<file path="config.mk">
export PLATFORM = sky130hd
export DESIGN_NAME = uart_fifo_core
export DESIGN_NICKNAME = d
export VERILOG_FILES = /design/src/rtl/uart_fifo_core.sv
export SDC_FILE = /design/constraint.sdc
export NUM_CORES = 1
export LEC_CHECK = 0
export CORE_MARGIN = 2
export CORE_UTILIZATION = 40
export DETAILED_ROUTE_END_ITERATION = 12
export PLACE_DENSITY = 0.67
export SYNTH_ARGS = -nofsm -noshare
export SYNTH_HDL_FRONTEND = slang
export SYNTH_SLANG_ARGS = --single-unit
export TNS_END_PERCENT = 50
</file>
<file path="constraint.sdc">
create_clock -name clk -period 3.62 [get_ports clk]
set_clock_uncertainty 0.05 [all_clocks]
set_input_delay 0.362 -clock clk [delete_from_list [all_inputs] [get_ports clk]]
set_output_delay 0.362 -clock clk [all_outputs]
set_load 0.02 [all_outputs]
</file>
<file path="src/rtl/uart_fifo_core.sv">
// Full-duplex UART with a TX and an RX FIFO, occupancy counts and one-cycle error pulses.
// Define UART_PARITY_EN to add an even-parity bit after the data bits on both TX and RX.
module uart_fifo_core #(
  parameter int unsigned CLK_HZ     = 100_000_000,
  parameter int unsigned BAUD       = 115_200,
  parameter int unsigned DATA_BITS  = 8,
  parameter int unsigned FIFO_DEPTH = 16
) (
  input  logic                        clk,
  input  logic                        rst,
  input  logic [DATA_BITS-1:0]        d_tx,
  input  logic                        vld_tx,
  output logic                        rdy_tx,
  output logic [DATA_BITS-1:0]        d_rx,
  output logic                        vld_rx,
  input  logic                        rdy_rx,
  output logic                        txd,
  input  logic                        rxd,
  output logic [$clog2(FIFO_DEPTH):0] tx_cnt,
  output logic [$clog2(FIFO_DEPTH):0] rx_cnt,
  output logic                        frame_err,
  output logic                        parity_err,
  output logic                        rx_overrun
);
  localparam int unsigned DIV  = CLK_HZ / BAUD;
  localparam int unsigned HALF = DIV / 2;
  localparam int unsigned AW   = $clog2(FIFO_DEPTH);
  localparam int unsigned CW   = AW + 1;
  localparam int unsigned BW   = $clog2(DIV);
  localparam int unsigned NW   = $clog2(DATA_BITS);

`ifdef UART_PARITY_EN
  typedef enum logic [2:0] {StIdle, StStart, StData, StParity, StStop} state_e;
`else
  typedef enum logic [2:0] {StIdle, StStart, StData, StStop} state_e;
`endif

  // ---------------- TX FIFO ----------------
  logic [DATA_BITS-1:0] r_tx_mem [FIFO_DEPTH];
  logic [AW-1:0]        r_tx_wptr, r_tx_rptr;
  logic [CW-1:0]        r_tx_cnt;
  logic                 w_tx_full, w_tx_empty, w_tx_push, w_tx_pop;
  logic [DATA_BITS-1:0] w_tx_head;

  assign w_tx_full  = (r_tx_cnt == CW'(FIFO_DEPTH));
  assign w_tx_empty = (r_tx_cnt == '0);
  assign rdy_tx     = !w_tx_full && !rst;
  assign w_tx_push  = vld_tx && rdy_tx;
  assign w_tx_head  = r_tx_mem[r_tx_rptr];
  assign tx_cnt     = r_tx_cnt;

  always_ff @(posedge clk) begin
    if (w_tx_push) r_tx_mem[r_tx_wptr] <= d_tx;
  end

  always_ff @(posedge clk) begin
    if (rst) begin
      r_tx_wptr <= '0;
      r_tx_rptr <= '0;
      r_tx_cnt  <= '0;
    end else begin
      if (w_tx_push) r_tx_wptr <= r_tx_wptr + AW'(1);
      if (w_tx_pop)  r_tx_rptr <= r_tx_rptr + AW'(1);
      r_tx_cnt <= r_tx_cnt + CW'(w_tx_push) - CW'(w_tx_pop);
    end
  end

  // ---------------- TX FSM ----------------
  state_e               r_tx_state, w_tx_state_d;
  logic [BW-1:0]        r_tx_baud;
  logic [NW-1:0]        r_tx_bit;
  logic [DATA_BITS-1:0] r_tx_shift;
  logic                 r_txd, w_txd_d, w_tx_tick;
`ifdef UART_PARITY_EN
  logic                 r_tx_par;
`endif

  assign w_tx_tick = (r_tx_baud == BW'(DIV - 1));
  assign txd       = r_txd;

  always_ff @(posedge clk) begin
    if (rst) r_tx_state <= StIdle;
    else     r_tx_state <= w_tx_state_d;
  end

  always_comb begin
    w_tx_state_d = r_tx_state;
    unique case (r_tx_state)
      StIdle:  if (!w_tx_empty) w_tx_state_d = StStart;
      StStart: if (w_tx_tick) w_tx_state_d = StData;
      StData: begin
        if (w_tx_tick && r_tx_bit == NW'(DATA_BITS - 1)) begin
`ifdef UART_PARITY_EN
          w_tx_state_d = StParity;
`else
          w_tx_state_d = StStop;
`endif
        end
      end
`ifdef UART_PARITY_EN
      StParity: if (w_tx_tick) w_tx_state_d = StStop;
`endif
      StStop:  if (w_tx_tick) w_tx_state_d = w_tx_empty ? StIdle : StStart;
      default: w_tx_state_d = StIdle;
    endcase
  end

  always_comb begin
    w_tx_pop = 1'b0;
    w_txd_d  = 1'b1;
    unique case (r_tx_state)
      StIdle:   w_tx_pop = !w_tx_empty;
      StStart:  w_txd_d  = 1'b0;
      StData:   w_txd_d  = r_tx_shift[0];
`ifdef UART_PARITY_EN
      StParity: w_txd_d  = r_tx_par;
`endif
      StStop:   w_tx_pop = w_tx_tick && !w_tx_empty;
      default:  w_txd_d  = 1'b1;
    endcase
  end

  // txd is registered from the state, so the line lags the FSM by one cycle.
  always_ff @(posedge clk) begin
    if (rst) begin
      r_txd     <= 1'b1;
      r_tx_baud <= '0;
      r_tx_bit  <= '0;
    end else begin
      r_txd <= w_txd_d;
      if (r_tx_state == StIdle || w_tx_tick) r_tx_baud <= '0;
      else                                   r_tx_baud <= r_tx_baud + BW'(1);
      if (w_tx_pop)                              r_tx_bit <= '0;
      else if (r_tx_state == StData && w_tx_tick) r_tx_bit <= r_tx_bit + NW'(1);
    end
  end

  always_ff @(posedge clk) begin
    if (w_tx_pop) begin
      r_tx_shift <= w_tx_head;
`ifdef UART_PARITY_EN
      r_tx_par   <= ^w_tx_head;
`endif
    end else if (r_tx_state == StData && w_tx_tick) begin
      r_tx_shift <= r_tx_shift >> 1;
    end
  end

  // ---------------- RX synchroniser and FSM ----------------
  logic [1:0]           r_rx_sync;
  logic                 w_rxs, r_rx_armed;
  state_e               r_rx_state, w_rx_state_d;
  logic [BW-1:0]        r_rx_baud;
  logic [NW-1:0]        r_rx_bit;
  logic [DATA_BITS-1:0] r_rx_shift;
  logic                 w_rx_tick, w_rx_half, w_rx_smp_data, w_rx_smp_stop, w_par_ok;
`ifdef UART_PARITY_EN
  logic                 r_rx_par, w_rx_smp_par;
`endif

  assign w_rxs     = r_rx_sync[1];
  assign w_rx_tick = (r_rx_baud == BW'(DIV - 1));
  assign w_rx_half = (r_rx_baud == BW'(HALF - 1));

  always_ff @(posedge clk) begin
    if (rst) r_rx_state <= StIdle;
    else     r_rx_state <= w_rx_state_d;
  end

  always_comb begin
    w_rx_state_d = r_rx_state;
    unique case (r_rx_state)
      StIdle:  if (r_rx_armed && !w_rxs) w_rx_state_d = StStart;
      StStart: if (w_rx_half) w_rx_state_d = w_rxs ? StIdle : StData;
      StData: begin
        if (w_rx_tick && r_rx_bit == NW'(DATA_BITS - 1)) begin
`ifdef UART_PARITY_EN
          w_rx_state_d = StParity;
`else
          w_rx_state_d = StStop;
`endif
        end
      end
`ifdef UART_PARITY_EN
      StParity: if (w_rx_tick) w_rx_state_d = StStop;
`endif
      StStop:  if (w_rx_tick) w_rx_state_d = StIdle;
      default: w_rx_state_d = StIdle;
    endcase
  end

  always_comb begin
    w_rx_smp_data = 1'b0;
    w_rx_smp_stop = 1'b0;
`ifdef UART_PARITY_EN
    w_rx_smp_par  = 1'b0;
`endif
    unique case (r_rx_state)
      StData:   w_rx_smp_data = w_rx_tick;
`ifdef UART_PARITY_EN
      StParity: w_rx_smp_par  = w_rx_tick;
`endif
      StStop:   w_rx_smp_stop = w_rx_tick;
      default:  w_rx_smp_data = 1'b0;
    endcase
  end

  // Sync flops reset low so the receiver arms only once the real line has been seen high.
  always_ff @(posedge clk) begin
    if (rst) begin
      r_rx_sync  <= 2'b00;
      r_rx_armed <= 1'b0;
      r_rx_baud  <= '0;
      r_rx_bit   <= '0;
    end else begin
      r_rx_sync <= {r_rx_sync[0], rxd};
      if (r_rx_state == StIdle && w_rxs) r_rx_armed <= 1'b1;
      if (r_rx_state == StIdle || w_rx_tick || (r_rx_state == StStart && w_rx_half)) begin
        r_rx_baud <= '0;
      end else begin
        r_rx_baud <= r_rx_baud + BW'(1);
      end
      if (r_rx_state == StIdle) r_rx_bit <= '0;
      else if (w_rx_smp_data)   r_rx_bit <= r_rx_bit + NW'(1);
    end
  end

  always_ff @(posedge clk) begin
    if (w_rx_smp_data) r_rx_shift <= {w_rxs, r_rx_shift[DATA_BITS-1:1]};
`ifdef UART_PARITY_EN
    if (w_rx_smp_par)  r_rx_par   <= w_rxs;
`endif
  end

`ifdef UART_PARITY_EN
  assign w_par_ok = ~(^r_rx_shift ^ r_rx_par);
`else
  assign w_par_ok = 1'b1;
`endif

  // ---------------- RX completion and FIFO ----------------
  logic [DATA_BITS-1:0] r_rx_mem [FIFO_DEPTH];
  logic [AW-1:0]        r_rx_wptr, r_rx_rptr;
  logic [CW-1:0]        r_rx_cnt;
  logic                 w_rx_full, w_rx_pop, w_rx_push, w_rx_fe, w_rx_pe, w_rx_ov;
  logic                 r_frame_err, r_parity_err, r_rx_overrun;

  assign w_rx_full = (r_rx_cnt == CW'(FIFO_DEPTH));
  assign vld_rx    = (r_rx_cnt != '0);
  assign d_rx      = vld_rx ? r_rx_mem[r_rx_rptr] : '0;
  assign rx_cnt    = r_rx_cnt;
  assign w_rx_pop  = vld_rx && rdy_rx;

  assign w_rx_fe   = w_rx_smp_stop && !w_rxs;
  assign w_rx_pe   = w_rx_smp_stop && w_rxs && !w_par_ok;
  assign w_rx_ov   = w_rx_smp_stop && w_rxs && w_par_ok && w_rx_full && !w_rx_pop;
  assign w_rx_push = w_rx_smp_stop && w_rxs && w_par_ok && (!w_rx_full || w_rx_pop);

  always_ff @(posedge clk) begin
    if (w_rx_push) r_rx_mem[r_rx_wptr] <= r_rx_shift;
  end

  always_ff @(posedge clk) begin
    if (rst) begin
      r_rx_wptr    <= '0;
      r_rx_rptr    <= '0;
      r_rx_cnt     <= '0;
      r_frame_err  <= 1'b0;
      r_parity_err <= 1'b0;
      r_rx_overrun <= 1'b0;
    end else begin
      if (w_rx_push) r_rx_wptr <= r_rx_wptr + AW'(1);
      if (w_rx_pop)  r_rx_rptr <= r_rx_rptr + AW'(1);
      r_rx_cnt     <= r_rx_cnt + CW'(w_rx_push) - CW'(w_rx_pop);
      r_frame_err  <= w_rx_fe;
      r_parity_err <= w_rx_pe;
      r_rx_overrun <= w_rx_ov;
    end
  end

  assign frame_err  = r_frame_err;
  assign rx_overrun = r_rx_overrun;
`ifdef UART_PARITY_EN
  assign parity_err = r_parity_err;
`else
  assign parity_err = 1'b0;
`endif

endmodule

</file>
Word level (Yosys, flattened, before mapping). Memories as Yosys holds them, arrays and structs flattened. A register that Yosys moved wholly into a read port is not among the register bits. Index checks and enable logic that the tools add are counted. W data, S select, Z words.

Output and inout port bits: 24. Bits in registers: 80. Bits in latches: 0. Memory bits (writable): 256. Logic and storage cells: 117. ROM bits: 0. Input port bits: 13. Memories: 2.

Memory list: r_rx_mem (depth 16, width 8, rd ports 1, clocked after memory_dff 1, wr ports 1, RTL line 242) `logic [DATA_BITS-1:0] r_rx_mem [FIFO_DEPTH];`; r_tx_mem (depth 16, width 8, rd ports 1, clocked after memory_dff 1, wr ports 1, RTL line 39) `logic [DATA_BITS-1:0] r_tx_mem [FIFO_DEPTH];`.

Bitwise logic cells: 0. Magnitude comparators: 0. Divide/modulo/power cells: 0. Multiplexer cells: 27. Shift operators: 0. $mul: 0. Add/sub/neg operators: 12. Equality and inequality tests: 21. Reduce and logical (&&, ||, !) cells: 36.

Operators by type and width (number): $mux W3 (8); $mux W8 (3); $pmux W3 S4 (2); $add A10 B1 Y10 const B (2); $eq A10 B10 Y1 const B (2); $add A4 B1 Y4 const B (4); $mux W4 (4); $ne A2 B2 Y1 const B (8); $logic_and A1 B1 Y1 (15); $eq A3 B2 Y1 const B (4); $add A5 B1 Y5 (2); $eq A10 B9 Y1 const B (1); $eq A5 B5 Y1 const B (2); $sub A5 B1 Y5 (2); $reduce_and A4 Y1 (2); $reduce_or A2 Y1 (4); $mux W1 (7); $add A3 B1 Y3 const B (2); $eq A3 B1 Y1 const B (2); $eq A3 B3 Y1 const B (2); $logic_not A1 Y1 (6); $logic_not A3 Y1 (2); $logic_not A5 Y1 (1); $reduce_bool A5 Y1 (1); 4 further kinds (8).

Depth between registers and ports, before layout.
Depth in word-level cells: 6. Mapped depth: 17. Mapped depth without buffers: 15.

Worst setup path before layout. OpenSTA, ideal clock, no wires.

Kind: reg2reg. Start point: reg r_tx_cnt[2], in the netlist tx_cnt[2]. End point: reg r_tx_cnt[4], in the netlist tx_cnt[4]. Library setup time: 132 ps. Cell stages (with the launch flop): 16. Period minus slack after synthesis: 2917 ps. Path slack: 703 ps. Arrival time: 2735 ps. Data required time: 3438 ps. Buffers on the path: 1. Cell sequence: dfxtp_1 inv_1 ha_1 nor4b_1 or2_2 clkbuf_1 or3_1 nand2_1 ha_1 inv_1 fa_1 inv_1 a21oi_1 nor2_1 or3_1 a21oi_1.

Cells in the longest elaborated chain, start to end: 6. Elaborated cells between the ends (all ways): 10. Those cells by class: add/sub: 2; eq/ne: 1; mux: 1; reduce/logical: 6.

Ends and longest elaborated chain: start: declaration (RTL line 41) `logic [CW-1:0] r_tx_cnt;`; start signal: assignment (RTL line 64) `r_tx_cnt <= r_tx_cnt + CW'(w_tx_push) - CW'(w_tx_pop);`; $eq A5 B5 Y1 (RTL line 45) `assign w_tx_full = (r_tx_cnt == CW'(FIFO_DEPTH));`; $logic_not A1 Y1 (RTL line 47) `assign rdy_tx = !w_tx_full && !rst;`; $logic_and A1 B1 Y1 (RTL line 47); $logic_and A1 B1 Y1 (RTL line 48) `assign w_tx_push = vld_tx && rdy_tx;`; $add A5 B1 Y5 (RTL line 64); $sub A5 B1 Y5 * (RTL line 64).

Every way passes the cells marked *; elsewhere a longest branch is shown, timed or not. A chain may end at the register's enable or synchronous reset.

==> metrics.txt <==
# IOs=37; Pwr Density=approximately 670 mW/mm^2; NetSw=2728 uW; Gate power share=20.8%; Post-synth top cells=272 x edfxtp_1, 93 x nor2_1, 70 x dfxtp_1; CP Max Fanout=14; Seq pwr share=43.7%; Area growth syn-to-layout=15.37%; Register Area=0.009575 sq mm; type of origin of the critical path=register; fin. max-slew vios=0; Area contributors post-synth=edfxtp_1 60%, mux4_2 11%, dfxtp_1 10%, ha_1 2.9%, nor2_1 2.5%; Netlist Area Pre-Place=0.01371 sq mm; crit end category=output pin; PortBufs=35; CP most frequent cell=mux4_2; Worst path max stage delay=0.53 ns; post-DR vias/cell=5.103; clock buffer depth=3; Max VDD drop=between 0.3 and 0.4 mV; largest net degree at the start of global routing=51; Critical Path RT=3.21 ns; GRT Util Overall=between 10% and 20%; final setup vio count=0; die width=189.1 um; vias in the first global route=slightly above 7000; Layout Nets=between 900 and 1000; R2R Setup Slk=0.42 ns; crit path max-delay cell type=clkdlybuf4s50_1; Synth top area share=59.57%; Die Span Y=189.1 um; Ys Warns=0; CTS tree=yes; Post-CTS Setup Bufs=0; Core Area=~0.034 sq mm; vias=6965; Async S/R FF share, synth=0%; DRT iter0 DRCs=410; DP Worst Slack=0.4405 ns; Max Cap Viol=0; Starting Density=40.79%; cell area after layout=0.01582 sq mm; multi-input gate area in the final layout=0.003841 sq mm; Sink Count=342; WHS Path Cells=5; Synth area leader=edfxtp_1; crit share post-route=between 90% and 100%; Placed Instance Area=0.01461 sq mm; post-DP HPWL=16020 um; hold wc startpoint=rst; CTS root buf=clkbuf_16; Ant. Diodes=0; Post-Synthesis Cells=838; Sw Ratio=about 26%; reg-to-reg critical path startpoint=r_rx_baud[0]; Setup Crit Path Kind=register to output pin; Clock power frac=between 30% and 40%; Post-Route Setup TNS=0 ns; most common cell in the netlist=edfxtp_1; Synth Area per Inst=between 15 and 20 sq um; status=completed; first-pass GRT wire length=39260 um; Internal Pwr Total=slightly below 8000 uW; WP data arrival=roughly 3 ns; Leakage=0.005116 uW; reg2reg end=rx_cnt[4]; worst-path cell chain=buf_12 -> mux4_2 -> mux4_2 -> and2_1 -> clkdlybuf4s50_1; Post-synth EDFFs=272; setup repair after global routing missed its margin=false; fin crit period=3.330 ns; Seq cells post-synth=roughly 340; FP Rows=67; layout cells sized above 1=approximately 17%; clk_lat worst skew=0.52 ns; Primary FF master, synth=edfxtp_1; Slew HR=27.21%; Final Wtd Congestion=between 0.7 and 0.8; DIE AREA=0.03577 sq mm; worst slew pin tran=1.081 ns; initial antenna violation count=0; Final Hold Viols=0; Avg WL per Cell=approximately 18 um; routed wire length=24400 um; CTS Buf Count=35; r2r worst-path depth=15; final critical-path setup slack=0.2902 ns; distinct cell type count after synthesis=49; hold path endpoint=r_tx_wptr[1]; H-tree depth=2; GRT overflow=0; syn_nets=885; Hold Slack=0.2977 ns; antenna-violating nets left=0; fillers=2823; Reg clk slew, reported paths=roughly 0.060 ns; drt drc=0; maximum clock frequency=about 0.3 GHz; Hold WC Path Type=input port to register; post-synthesis sequential area ratio=69.79%; Pre-antenna DRT Iters=5; Power Total=10540 uW
[routing by layer]
layer,global-route usage (%),wire length (um)
met1,18.36,10680
met2,23.94,12260
met3,2.335,961
met4,4.056,491
met5,0,0
[through the flow]
stage          utilization, %  std cells
2_1_floorplan               -        838
6_report                47.05       1365
3_3_place_gp            43.47       1302
3_5_place_dp            43.47       1302
5_1_grt                 47.05       1365
4_1_cts                 47.05       1365
[worst max path at each step]
stage / slack, ns / end / start
2_1_floorplan: 0.70 / tx_cnt[4] / tx_cnt[2]
3_3_place_gp: 0.51 / rx_cnt[4] / r_rx_baud[0]
3_5_place_dp: 0.44 / rx_cnt[4] / r_rx_baud[0]
4_1_cts: 0.08 / d_rx[7] / register
5_1_grt: 0.1 / rx_cnt[4] / r_rx_baud[0]
6_report: 0.29 / d_rx[4] / register
[state kept, by name, summed over array words and instances (netlist names), 2 cells and up, named ones only]
register	cells
r_rx_bit	3
r_rx_mem	128
r_tx_shift	8
r_rx_state	2
r_rx_shift	8
r_rx_wptr	4
r_tx_bit	3
r_tx_wptr	4
r_tx_state	2
r_tx_rptr	4
rx_cnt	5
tx_cnt	5
r_rx_baud	10
r_rx_sync	2
r_tx_mem	128
r_tx_baud	10
r_rx_rptr	4
[power groups by stage]
stage               registers (uW)  logic (uW)  clock network [uW]
detailed placement            4700        2220                   0
CTS                           4620        2230                3830
finish                        4610        2190                3740
global placement              4690        2190                   0
global route                  4640        2450                3990
floorplan                     4670        1600                   0
[layout make-up]
type	count	share of cell area, %
Tap cell	448	3.544
Sequential cell	342	60.54
Clock buffer	41	5.743
Inverter	25	0.5933
Clock inverter	22	1.867
Timing Repair Buffer	58	3.433
Multi-Input combinational cell	429	24.28
[logic make-up after synthesis]
| kind of cell | share of synthesized area (%) |
|---|---|
| flip-flops | 69.79 |
| AND/OR/NAND/NOR | 7.210 |
| multiplexers | 12.04 |
| AO/OA/AOI/OAI | 3.358 |
| buffers and inverters | 2.190 |
| adder cells (fa/ha/maj) | 3.212 |
| XOR/XNOR | 2.172 |
| other | 0.02735 |
[critical path: cells and delay by family (launching register included)]
family | cells | cell delay, ns
multiplexers | 2 | 0.99
buffers and inverters | 2 | 0.74
flip-flops | 1 | 0.50
AND/OR/NAND/NOR | 1 | 0.16
[placed cells by master (no fill, tap or decap), types with 8 or more instances in the layout]
master and n:
nor3_1 15, o21ai_0 19, nor2b_1 14, and2_1 11, inv_1 24, dfxtp_1 67
a31oi_1 14, a21oi_1 15, nand2_1 22, mux2i_1 13, a22oi_1 8, nand3_1 14
edfxtp_1 272, mux4_2 65, clkbuf_16 35, xnor2_1 16, nor2_1 93, buf_4 21
clkdlybuf4s50_1 34, ha_1 32, xor2_1 18
[timing repair]
action | CTS | global route
hold buffers | 0 | 0
endpoints found under the setup margin | 0 | 1
hold endpoints to repair | 0 | 0
resized for setup | 0 | 1
No activity file was read; power rests on OpenSTA's default activity.
